[src/rtl/key_cmd_scheduler.sv]
// Merges debounced key pulses and auto-repeat ticks into one prioritized
// command stream, buffered in a small FWFT FIFO with a valid/ready handshake.
module key_cmd_scheduler #(
    parameter int unsigned REPEAT_DELAY  = 30_000_000,
    parameter int unsigned REPEAT_PERIOD = 10_000_000,
    parameter logic [4:0]  REPEAT_MASK   = 5'b01011,
    parameter int unsigned FIFO_DEPTH    = 4
) (
    input  logic                          clk,
    input  logic                          rst,
    input  logic [4:0]                    key_pulse,
    input  logic [4:0]                    key_n,
    output logic                          cmd_valid,
    output logic [2:0]                    cmd_code,
    input  logic                          cmd_ready,
    output logic                          cmd_dropped,
    output logic [$clog2(FIFO_DEPTH):0]   fifo_level
);

    localparam int PTR_W = $clog2(FIFO_DEPTH);
    localparam int LVL_W = PTR_W + 1;

    typedef enum logic [1:0] {IDLE, WAIT, RPT} rpt_state_t;

    logic [4:0]       key_sync1, key_sync2, held;
    rpt_state_t       state [5];
    logic [31:0]      cnt [5];
    logic [4:0]       tick, events, pend, grant_mask;
    logic [2:0]       grant_idx;
    logic             grant_any, push_ok, pop, full;
    logic [2:0]       mem [FIFO_DEPTH];
    logic [PTR_W-1:0] wr_ptr, rd_ptr;

    // Raw levels are asynchronous; presetting to 1 means "released" after reset.
    // NOTE: sequential state uses non-blocking assignments so every flop samples pre-edge values.
    always_ff @(posedge clk or posedge rst) begin
        if (rst) begin
            key_sync1 <= '1;
            key_sync2 <= '1;
        end else begin
            key_sync1 <= key_n;
            key_sync2 <= key_sync1;
        end
    end

    assign held = ~key_sync2;

    // Release and a fresh pulse both take precedence over a repeat tick.
    // NOTE: every combinational output gets a default first so no latch is inferred.
    always_comb begin
        tick = '0;
        for (int i = 0; i < 5; i++) begin
            if (REPEAT_MASK[i] && held[i] && !key_pulse[i]) begin
                if (state[i] == WAIT && cnt[i] == 32'(REPEAT_DELAY - 1))
                    tick[i] = 1'b1;
                if (state[i] == RPT && cnt[i] == 32'(REPEAT_PERIOD - 1))
                    tick[i] = 1'b1;
            end
        end
    end

    always_ff @(posedge clk or posedge rst) begin
        if (rst) begin
            for (int i = 0; i < 5; i++) begin
                state[i] <= IDLE;
                cnt[i]   <= '0;
            end
        end else begin
            for (int i = 0; i < 5; i++) begin
                if (!REPEAT_MASK[i]) begin
                    state[i] <= IDLE;
                    cnt[i]   <= '0;
                end else begin
                    case (state[i])
                        IDLE: begin
                            if (key_pulse[i] && held[i]) begin
                                state[i] <= WAIT;
                                cnt[i]   <= '0;
                            end
                        end
                        WAIT, RPT: begin
                            if (!held[i]) begin
                                state[i] <= IDLE;
                                cnt[i]   <= '0;
                            end else if (key_pulse[i]) begin
                                state[i] <= WAIT;
                                cnt[i]   <= '0;
                            end else if (tick[i]) begin
                                state[i] <= RPT;
                                cnt[i]   <= '0;
                            end else begin
                                cnt[i] <= cnt[i] + 32'd1;
                            end
                        end
                        default: begin
                            state[i] <= IDLE;
                            cnt[i]   <= '0;
                        end
                    endcase
                end
            end
        end
    end

    assign events    = key_pulse | tick;
    assign cmd_valid = (fifo_level != '0);
    assign pop       = cmd_valid & cmd_ready;
    assign full      = (fifo_level == LVL_W'(FIFO_DEPTH));
    assign push_ok   = ~full | pop;

    // Fixed priority: hard-drop, rotate, left, right, soft-down.
    always_comb begin
        grant_any = 1'b0;
        grant_idx = 3'd0;
        if (push_ok) begin
            grant_any = 1'b1;
            if      (pend[4]) grant_idx = 3'd4;
            else if (pend[2]) grant_idx = 3'd2;
            else if (pend[0]) grant_idx = 3'd0;
            else if (pend[1]) grant_idx = 3'd1;
            else if (pend[3]) grant_idx = 3'd3;
            else              grant_any = 1'b0;
        end
    end

    assign grant_mask = grant_any ? (5'b00001 << grant_idx) : 5'b00000;

    always_ff @(posedge clk or posedge rst) begin
        if (rst) begin
            pend        <= '0;
            cmd_dropped <= 1'b0;
        end else begin
            pend <= (pend & ~grant_mask) | events;
            if (|(events & pend & ~grant_mask))
                cmd_dropped <= 1'b1;
        end
    end

    // NOTE: FIFO storage has no reset; its contents only matter where cmd_valid qualifies them.
    always_ff @(posedge clk) begin
        if (grant_any)
            mem[wr_ptr] <= grant_idx;
    end

    always_ff @(posedge clk or posedge rst) begin
        if (rst) begin
            wr_ptr     <= '0;
            rd_ptr     <= '0;
            fifo_level <= '0;
        end else begin
            if (grant_any)
                wr_ptr <= wr_ptr + PTR_W'(1);
            if (pop)
                rd_ptr <= rd_ptr + PTR_W'(1);
            case ({grant_any, pop})
                2'b10:   fifo_level <= fifo_level + LVL_W'(1);
                2'b01:   fifo_level <= fifo_level - LVL_W'(1);
                default: fifo_level <= fifo_level;
            endcase
        end
    end

    assign cmd_code = cmd_valid ? mem[rd_ptr] : 3'd0;

endmodule

[config.mk]
export PLATFORM = sky130hd
export DESIGN_NAME = key_cmd_scheduler
export DESIGN_NICKNAME = d
export VERILOG_FILES = /design/src/rtl/key_cmd_scheduler.sv
export SDC_FILE = /design/constraint.sdc
export NUM_CORES = 1
export LEC_CHECK = 0
export CORE_MARGIN = 3
export CORE_UTILIZATION = 50
export CTS_CLUSTER_DIAMETER = 200
export DETAILED_ROUTE_END_ITERATION = 12
export PLACE_DENSITY_LB_ADDON = 0.1
export SYNTH_ARGS = -nofsm -noshare
export SYNTH_HDL_FRONTEND = slang
export SYNTH_SLANG_ARGS = --single-unit
export TNS_END_PERCENT = 5
[constraint.sdc]
create_clock -name clk -period 9.96 [get_ports clk]
set_clock_uncertainty 0.1 [all_clocks]
set_input_delay 2.988 -clock clk [delete_from_list [all_inputs] [get_ports clk]]
set_output_delay 2.988 -clock clk [all_outputs]
set_load 0.01 [all_outputs]
Word level (Yosys, flattened, before mapping)
Memory sizes are Yosys's and may differ from the RTL's.
Index checks and enable logic that the tools add are counted.
- $lt $le $gt $ge: 0
- multiplexer cells: 56
- reductions and logical operators: 27
- div/mod/pow operators: 0
- multiply operators: 0
- shift operators: 1
- add/subtract/negate cells: 7
- bitwise operators: 10
- equal/unequal tests: 21
- operators by type and width (cell ; number):
    32-bit 2-to-1 mux ; 12
    32-bit case mux with 2 select lines ; 3
    32-bit by 1-bit adder with 32-bit output, second input constant ; 3
    32-bit by 24-bit == test with 1-bit output, second input constant ; 3
    32-bit by 25-bit == test with 1-bit output, second input constant ; 3
    2-bit 2-to-1 mux ; 16
    1-bit 2-to-1 mux ; 17
    5-bit AND ; 3
    1-bit logical AND ; 12
    4-bit inequality test, second input constant ; 3
    2-bit case mux with 2 select lines ; 3
    3-bit 2-to-1 mux ; 3
    2-bit by 1-bit == test with 1-bit output, second input constant ; 4
    2-bit == test, second input constant ; 4
    2-bit zero test ; 3
    2-bit inequality test, second input constant ; 3
    3-bit case mux with 2 select lines ; 1
    2-bit AND reduction ; 3
    2-bit OR reduction ; 3
    5-bit 2-to-1 mux ; 1
    5-bit inverter ; 1
    5-bit by 4-bit bitwise OR with 5-bit output ; 1
    5-bit bitwise OR ; 1
    5-bit OR reduction ; 1
    12 further kinds ; 15
- output and inout bits: 8
- bits in registers: 123
- logic and storage cells: 136
- memory bits (read-only): 0
- memory bits (writable): 12
- latch bits: 0
- input port bits: 13
- memories kept: 1
- memory list (name ; words ; width ; read ports ; clocked after Yosys merged registers in ; write ports ; line ; RTL):
    mem ; 4 ; 3 ; 1 ; 0 ; 1 ; 31 ; logic [2:0] mem [FIFO_DEPTH];

Longest topological paths before layout
Gate-level depths: netlist of the first run.
- word-level depth: 11
- gate-level depth with buffers: 10

Least setup slack after synthesis of the first run
Ideal clock, no wire load.
- path type: input port to flip-flop
- from: input port cmd_ready
- to: register fifo_level[2]
- stages on the path: 9
- setup slack: 4.913 ns
- library setup time: 0.079 ns
- arrival time: 4.868 ns
- cells stage by stage: nor4b_1 > a21oi_1 > inv_1 > ha_1 > inv_1 > fa_1 > xor2_1 > nor2_1 > xor2_1
- word-level cells in the longest chain between the ends: 5
- elaborated cells between the ends (all ways): 7
- ends and longest elaborated chain (element ; line ; RTL):
    from (decl) ; 15 ; input logic cmd_ready,
    1-bit AND (*) ; 107 ; assign pop = cmd_valid & cmd_ready;
    1-bit bitwise OR ; 109 ; assign push_ok = ~full | pop;
    1-bit 2-to-1 mux ; 115 ; if (push_ok) begin
    2-bit by 1-bit == test with 1-bit output or 2-bit == test (tied branches) ; 155 ; case ({grant_any, pop})
    3-bit case mux with 2 select lines or 2-bit nonzero test (tied branches) ; - ;
    to (signal assigned) ; 156 ; 2'b10: fifo_level <= fifo_level + LVL_W'(1);
    to (signal assigned) ; 157 ; 2'b01: fifo_level <= fifo_level - LVL_W'(1);
    to (signal assigned) ; 158 ; default: fifo_level <= fifo_level;
    to (decl) ; 17 ; output logic [$clog2(FIFO_DEPTH):0] fifo_level
Every way passes the cells marked *; elsewhere a longest branch is shown, timed or not.
A chain may end at the register's enable or synchronous reset.

Worst setup path in the final report of the first run
- from: input port key_pulse[1]
- to: register state[6] (netlist bit)
- word-level cells in the longest chain between the ends: 5
- elaborated cells between the ends (all ways): 10
- ends and longest elaborated chain (element ; line ; RTL):
    from (decl) ; 11 ; input logic [4:0] key_pulse,
    1-bit zero test ; 53 ; if (REPEAT_MASK[i] && held[i] && !key_pulse[i]) begin
    1-bit logical AND ; 53 ;
    1-bit 2-to-1 mux ; 53 ;
    4-bit inequality test (no source line) ; - ;
    2-bit AND reduction (no source line) ; - ;
    to (signal, indexed assignment) ; 65 ; state[i] <= IDLE;
    to (signal, indexed assignment) ; 71 ; state[i] <= IDLE;
    to (signal, indexed assignment) ; 77 ; state[i] <= WAIT;
    to (decl) ; 26 ; rpt_state_t state [5];
Parallel ways exist; a longest one is shown, timed or not.

==> results.tsv, run 1 <==
stage	metric	value	unit
clocking	CTS Buf Count	17	
yosys	Post-Syn Area	7750	µm²
drt	drt total wl	19400	µm
critical_path	r2r endpoint	state[6]	
die	Initial Util	52.2	%
timing	Final Max Tran Viols	0	
yosys	cells after synthesis	850	
timing	Rel. slew slack	17.1	%
critical_path	critical path type	input port to flip-flop	
clocking	clock root cell	clkbuf_16	
cells_and_area	fillers	1260	
global_routing	Total GRT Usage	23.9	%
yosys	Post-synth EDFFs	12	
clocking	Hold-fix buffers, CTS	0	
placed_design	Placement Setup Slack	4160	ps
yosys	Seq/Total Area, Yosys	43.8	%
critical_path	Setup crit start kind	input port	
die	core area	14900	µm²
critical_path	Setup crit end kind	flip-flop	
critical_path	crit-path max FO	28	
placed_design	PortBufs	18	
timing	PnR worst setup slack	4570	ps
clocking	CTS tree	yes	
power_and_ir_drop	leakage	0.00323	µW
clocking	Clock Path Buffers	2	
critical_path	R2R depth	7	
global_routing	vias in the first global route	6785	
timing	final hold vios	0	
cells_and_area	n_diodes	0	
global_routing	global-route wire length before repair	33100	µm
placed_design	GPL Wtd Cong	0.864	
placed_design	Placed Area	8110	µm²
power_and_ir_drop	Cell Pwr Density	186	nW/µm²
critical_path	Critical-path top delay cell	a21oi_1	
drt	drt first-iter violations	660	
cells_and_area	post-layout util	58.5	%
die	die height	131	µm
die	Die Wd	131	µm
clocking	clock sink count	133	
timing	Slew @ Worst Pin	1240	ps
timing	Tcrit/Tclk final	54.1	%
global_routing	antenna violations before repair	0	
yosys	Main synth FF type	dfrtp_1	
clocking	Clock H-tree levels	4	
clocking	worst skew pair latency	420	ps
global_routing	Congestion Overflow GR	0	
timing	post-layout min period	5390	ps
yosys	post-synth cell types	68	
clocking	post-CTS resize count	0	
outcome	run status	finished clean	
cells_and_area	Layout area overhead	12.2	%
min_path	worst hold path class	flip-flop to flip-flop	
die	Ports	21	
timing	final setup vio count	0	
drt	Pre-antenna DRT Iters	5	
critical_path	CP Capture Point	state[6]	
yosys	#FFs+latches synth	133	
yosys	Synth Warn #	0	
cells_and_area	fin nets	889	
timing	RSZ-0062 raised after global routing	no	
placed_design	Final HPWL DP	12600	µm
die	row count	44	
timing	total negative slack	0	ps
timing	Peak Freq	0.186	GHz
drt	via count	6910	
critical_path	Required @ worst endpoint	10110	ps
critical_path	CP arrival	5540	ps
clocking	Worst-path clk slew	60	ps
global_routing	largest net degree at the start of global routing	77	
cells_and_area	layout cells sized above 1	8.53	%
yosys	Post-Syn Nets	884	
drt	number of remaining DRC errors	0	
critical_path	reg-to-reg startpoint	state[7]	
drt	Final ANT Viol Nets	0	
clocking	total setup buffers inserted after CTS	0	
yosys	synthesized area per cell	9.12	µm²
critical_path	CP startpoint	key_pulse[1]	
job	maxcap violations	0	
drt	Routed WL per cell	18.5	µm
cells_and_area	post-route cell area	8700	µm²
power_and_ir_drop	Worst VDD drop	0.146	mV
critical_path	Critical Path Max Stage Delay	1110	ps
power_and_ir_drop	Final Power	1620	µW
die	Die ar.	17000	µm²
critical_path	worst reg-to-reg setup slack	7010	ps
drt	Avg Vias per Cell	6.57	
yosys	Async S/R FF share, synth	91.0	%
critical_path	CP Cell Sequence	clkdlybuf4s50_1 > nand2b_1 > and2_1 > a21oi_1 > o21ai_0	
[routing by layer]
metal | vias up | GRT usage [%] | wire (µm)
li1 | 3242 | - | -
met4 | 0 | 7.50 | 238
met2 | 222 | 37.9 | 9250
met3 | 25 | 5.81 | 998
met5 | - | 0 | 0
met1 | 3421 | 32.6 | 8930
[cells in the final DEF, fill, tap and decap left out, types with 7 or more instances in the layout]
master	n
buf_4	13
xor2_1	7
and4_1	12
o31ai_1	7
o22ai_1	30
nand4_1	51
a41oi_1	8
nand2_1	61
nor3_1	15
ha_1	20
a21oi_1	10
nor4b_1	9
and2_1	13
nand2b_1	16
clkdlybuf4s50_1	18
mux2i_1	11
inv_1	63
and3_1	19
edfxtp_1	12
nand3_1	58
a31oi_1	76
nor4_1	15
o21ai_0	29
or3_1	10
xnor2_1	11
clkbuf_16	17
o211ai_1	7
nor2_1	38
or4_1	8
dfrtp_1	115
[critical path: cells and delay by family]
kind            cells  cell delay (ps)
compound gates      2             1280
simple gates        2              700
buf+inv             1              570
[cell usage after synthesis (all sizes together), types with 14 or more instances]
library cell / number / area share [%]
and2: 14 / 1.1
nand2b: 16 / 1.3
nand4: 51 / 4.1
inv: 64 / 3.1
clkbuf: 36 / 1.7
o21ai: 30 / 1.9
o22ai: 30 / 2.4
dfrtp: 115 / 37
ha: 20 / 3.2
nor2: 38 / 1.8
nand3: 59 / 4.0
nor3: 15 / 0.97
nor4: 16 / 1.3
a31oi: 76 / 6.1
and3: 20 / 1.6
nand2: 61 / 3.0
[final cells by class]
cell class / instances / area (µm²) / area share (%)
inverters: 64 / 243 / 2.79
multi-input cells: 608 / 3960 / 45.6
clock buffers: 19 / 433 / 4.98
repair buffers: 31 / 278 / 3.19
flip-flops and latches: 133 / 3400 / 39.0
clock inverters: 13 / 155 / 1.78
well taps: 184 / 230 / 2.65
[flip-flops by register name, indices dropped and copies added, names as in the netlist]
signal       flops
wr_ptr           2
key_sync2        3
key_sync1        3
pend             5
cnt             96
mem             12
cmd_dropped      1
rd_ptr           2
state            6
fifo_level       3
[per-stage QoR]
stage / hold slack (ps) / instances
after global placement: 246 / 1020
after detailed placement: 250 / 1020
final: 255 / 1052
after floorplan: 245 / 850
after CTS: 255 / 1052
after global routing: 263 / 1052
[logic make-up (layout without fill, tap and decap cells)]
family | after synthesis | in the layout | synth area share, %
AOI/OAI and AO/OA | 194 | 194 | 16.3
muxes | 14 | 14 | 2.29
DFF | 133 | 133 | 43.8
adders and majority gates | 21 | 21 | 3.49
and+or+nand+nor | 361 | 361 | 26.7
buffers and inverters | 109 | 127 | 5.37
xor gates and xnor gates | 18 | 18 | 2.03
[report_power, final]
group          switching, µW  total, µW  internal, µW  leakage (µW)
Clock                    245        638           393      0.000287
Sequential              36.5        637           600       0.00174
Combinational            200        342           143       0.00121
Total                    481       1620          1140       0.00323
[how the worst min path moves through the flow]
| stage | slack (ps) | to | start | cells after the start |
|---|---|---|---|---|
| 2_1_floorplan | 250 | key_sync2[0] | key_sync1[0] | 0 |
| 3_3_place_gp | 250 | key_sync2[3] | key_sync1[3] | 0 |
| 3_5_place_dp | 250 | key_sync2[1] | key_sync1[1] | 0 |
| 4_1_cts | 260 | key_sync2[3] | key_sync1[3] | 0 |
| 5_1_grt | 260 | key_sync2[1] | key_sync1[1] | 0 |
| 6_report | 250 | key_sync2[3] | key_sync1[3] | 0 |
No activity file was read; power rests on OpenSTA's default activity.
==> run 2, diff against run 1 <==
clock period = 4.8 ns   (was 9.96 ns; I/O delays follow)
==> run 2 against run 1 <==
  * Power grew 110%
  * Final cell count grew 0.48%
  * Non-clock buffer count grew 5
  * Utilization grew 0.61 points
  * Sequential share of layout area shrank 0.41 points
  * Sequential power grew 110%
  * Critical path type is now flip-flop to primary output
  * Global-route usage shrank 0.62 points
  * Worst hold slack gained 3.3 ps
  * Critical endpoint is now cmd_code[0]
==> results.tsv, run 2 (synthesis gave the netlist of run 1 again) <==
stage	metric	value	unit	change
clocking	Hold-fix buffers, CTS	0		unchanged
placed_design	Placed Area	8150	µm²	+0.52%
cells_and_area	layout cells sized above 1	9.39	%	+0.87 points
clocking	CTS Buf Count	17		unchanged
drt	drt total wl	19000	µm	-2.1%
timing	final setup vio count	0		unchanged
drt	Final ANT Viol Nets	0		unchanged
placed_design	PortBufs	18		unchanged
cells_and_area	fin nets	894		+0.56%
global_routing	Total GRT Usage	23.3	%	-0.62 points
clocking	Worst-path clk slew	60	ps	about the same
cells_and_area	Regs by FF count	cnt: 96 flops, mem: 12 flops, state: 6 flops		
clocking	clock root cell	clkbuf_16		
critical_path	r2r endpoint	cnt[58]		
critical_path	Buf/Inv on CP	1		unchanged
critical_path	Top delay family on crit path	multiplexers		
drt	Pre-antenna DRT Iters	5		unchanged
drt	via count	6905		-0.072%
drt	drt first-iter violations	717		+8.6%
critical_path	CP arrival	2080	ps	-3460 ps
critical_path	crit-path max FO	5		-82%
critical_path	R2R depth	7		unchanged
critical_path	CP Cell Sequence	mux4_2 > and2_1 > clkdlybuf4s50_1		
clocking	clock sink count	133		unchanged
critical_path	Stages on worst setup path	3		-2
die	core area	14900	µm²	unchanged
die	Ports	21		unchanged
global_routing	global-route wire length before repair	31900	µm	-3.6%
cells_and_area	most frequent cells in the layout	dfrtp_1, a31oi_1, inv_1, nand2_1, nand3_1		
cells_and_area	largest reg by FF count	cnt		
min_path	worst hold path class	flip-flop to flip-flop		
global_routing	antenna violations before repair	0		unchanged
cells_and_area	commonest non-fill, non-tap cell in the layout	dfrtp_1		
timing	post-layout min period	3620	ps	
die	row count	44		unchanged
drt	number of remaining DRC errors	0		unchanged
critical_path	CP startpoint	rd_ptr[0]		
timing	Slew @ Worst Pin	1210	ps	-35.2 ps
power_and_ir_drop	Worst VDD drop	0.288	mV	+98%
clocking	CTS tree	yes		
critical_path	CP Capture Point	cmd_code[0]		
timing	Tcrit/Tclk final	75.4	%	
timing	Rel. slew slack	19.2	%	+2.1 points
clocking	worst skew pair latency	440	ps	+20 ps
cells_and_area	post-layout util	59.1	%	+0.61 points
placed_design	Final HPWL DP	12700	µm	+0.63%
critical_path	worst reg-to-reg setup slack	1510	ps	-5500 ps
power_and_ir_drop	Cell Pwr Density	391	nW/µm²	+110%
critical_path	Required @ worst endpoint	3260	ps	-6850 ps
critical_path	reg-to-reg startpoint	cnt[32]		
cells_and_area	max reg flops	96		unchanged
timing	RSZ-0062 raised after global routing	no		
timing	total negative slack	0	ps	unchanged
global_routing	largest net degree at the start of global routing	51		-34%
cells_and_area	Layout area overhead	13.4	%	
die	Initial Util	52.2	%	unchanged
global_routing	vias in the first global route	6524		-3.8%
critical_path	Setup crit end kind	primary output		
global_routing	Congestion Overflow GR	0		unchanged
cells_and_area	post-route cell area	8790	µm²	+1.1%
drt	Routed WL per cell	18.0	µm	-2.6%
placed_design	Placed Cells	1024		+0.39%
timing	Peak Freq	0.276	GHz	
critical_path	Setup crit start kind	flip-flop		
job	maxcap violations	0		unchanged
clocking	Clock Path Buffers	2		unchanged
die	die height	131	µm	unchanged
die	Die Wd	131	µm	unchanged
cells_and_area	n_diodes	0		unchanged
die	Die ar.	17000	µm²	unchanged
clocking	post-CTS resize count	0		unchanged
clocking	Clock H-tree levels	4		unchanged
critical_path	critical path type	flip-flop to primary output		
outcome	run status	finished clean		
critical_path	Critical-path top delay cell	mux4_2		
drt	Avg Vias per Cell	6.53		-0.55%
timing	Final Max Tran Viols	0		unchanged
power_and_ir_drop	leakage	0.00327	µW	+1.2%
clocking	total setup buffers inserted after CTS	0		unchanged
critical_path	Critical Path Max Stage Delay	520	ps	-590 ps
placed_design	GPL Wtd Cong	0.916		+6.1%
cells_and_area	Post-Layout Cell Count	1057		+0.48%
timing	final hold vios	0		unchanged
-- run 2: cell count changes in the layout (fill, tap and decap cells not counted), moves of 2 or more --
cell        change
buf_4           +3
clkinv_2        -2
clkbuf_1        -2
clkinvlp_4      +2
clkinv_4        +2
-- run 2: per-layer routing --
layer | share of wire (%) | global-route usage, % | vias up
li1 | - | - | 3267
met1 | 46 | 32.1 | 3365
met2 | 47 | 35.9 | 242
met3 | 5.8 | 4.96 | 31
met4 | 2.0 | 9.80 | 0
met5 | 0 | 0 | -
-- run 2: metrics by stage --
stage	hold WS (ps)	setup slack [ps]	total power (µW)
after floorplan	245	55.8	1810
after detailed placement	249	1020	2070
after CTS	259	1130	3470
final	258	1180	3440
after global placement	245	1080	2030
after global routing	263	1050	3610
-- run 2: area by class of cell --
| class | count | area [µm²] |
|---|---|---|
| fill | 1257 | 6070 |
| multi-input combinational | 608 | 3960 |
| sequential | 133 | 3400 |
| clock buffer | 17 | 425 |
| timing repair buffer | 36 | 328 |
| inverter | 64 | 243 |
| tap | 184 | 230 |
| clock inverter | 15 | 204 |
-- run 2: how the worst min path moves through the flow --
stage                       from           end  slack [ps]  cells past startpoint
detailed placement  key_sync1[1]  key_sync2[1]         250                      0
floorplan           key_sync1[0]  key_sync2[0]         250                      0
finish              key_sync1[3]  key_sync2[3]         260                      0
global placement    key_sync1[3]  key_sync2[3]         250                      0
global route        key_sync1[1]  key_sync2[1]         260                      0
CTS                 key_sync1[3]  key_sync2[3]         260                      0
-- run 2: power breakdown --
| part | total [µW] | internal (µW) | switching [µW] |
|---|---|---|---|
| sequential | 1320 | 1250 | 75.4 |
| combinational | 722 | 307 | 415 |
| clock | 1400 | 872 | 524 |
| total | 3440 | 2420 | 1010 |
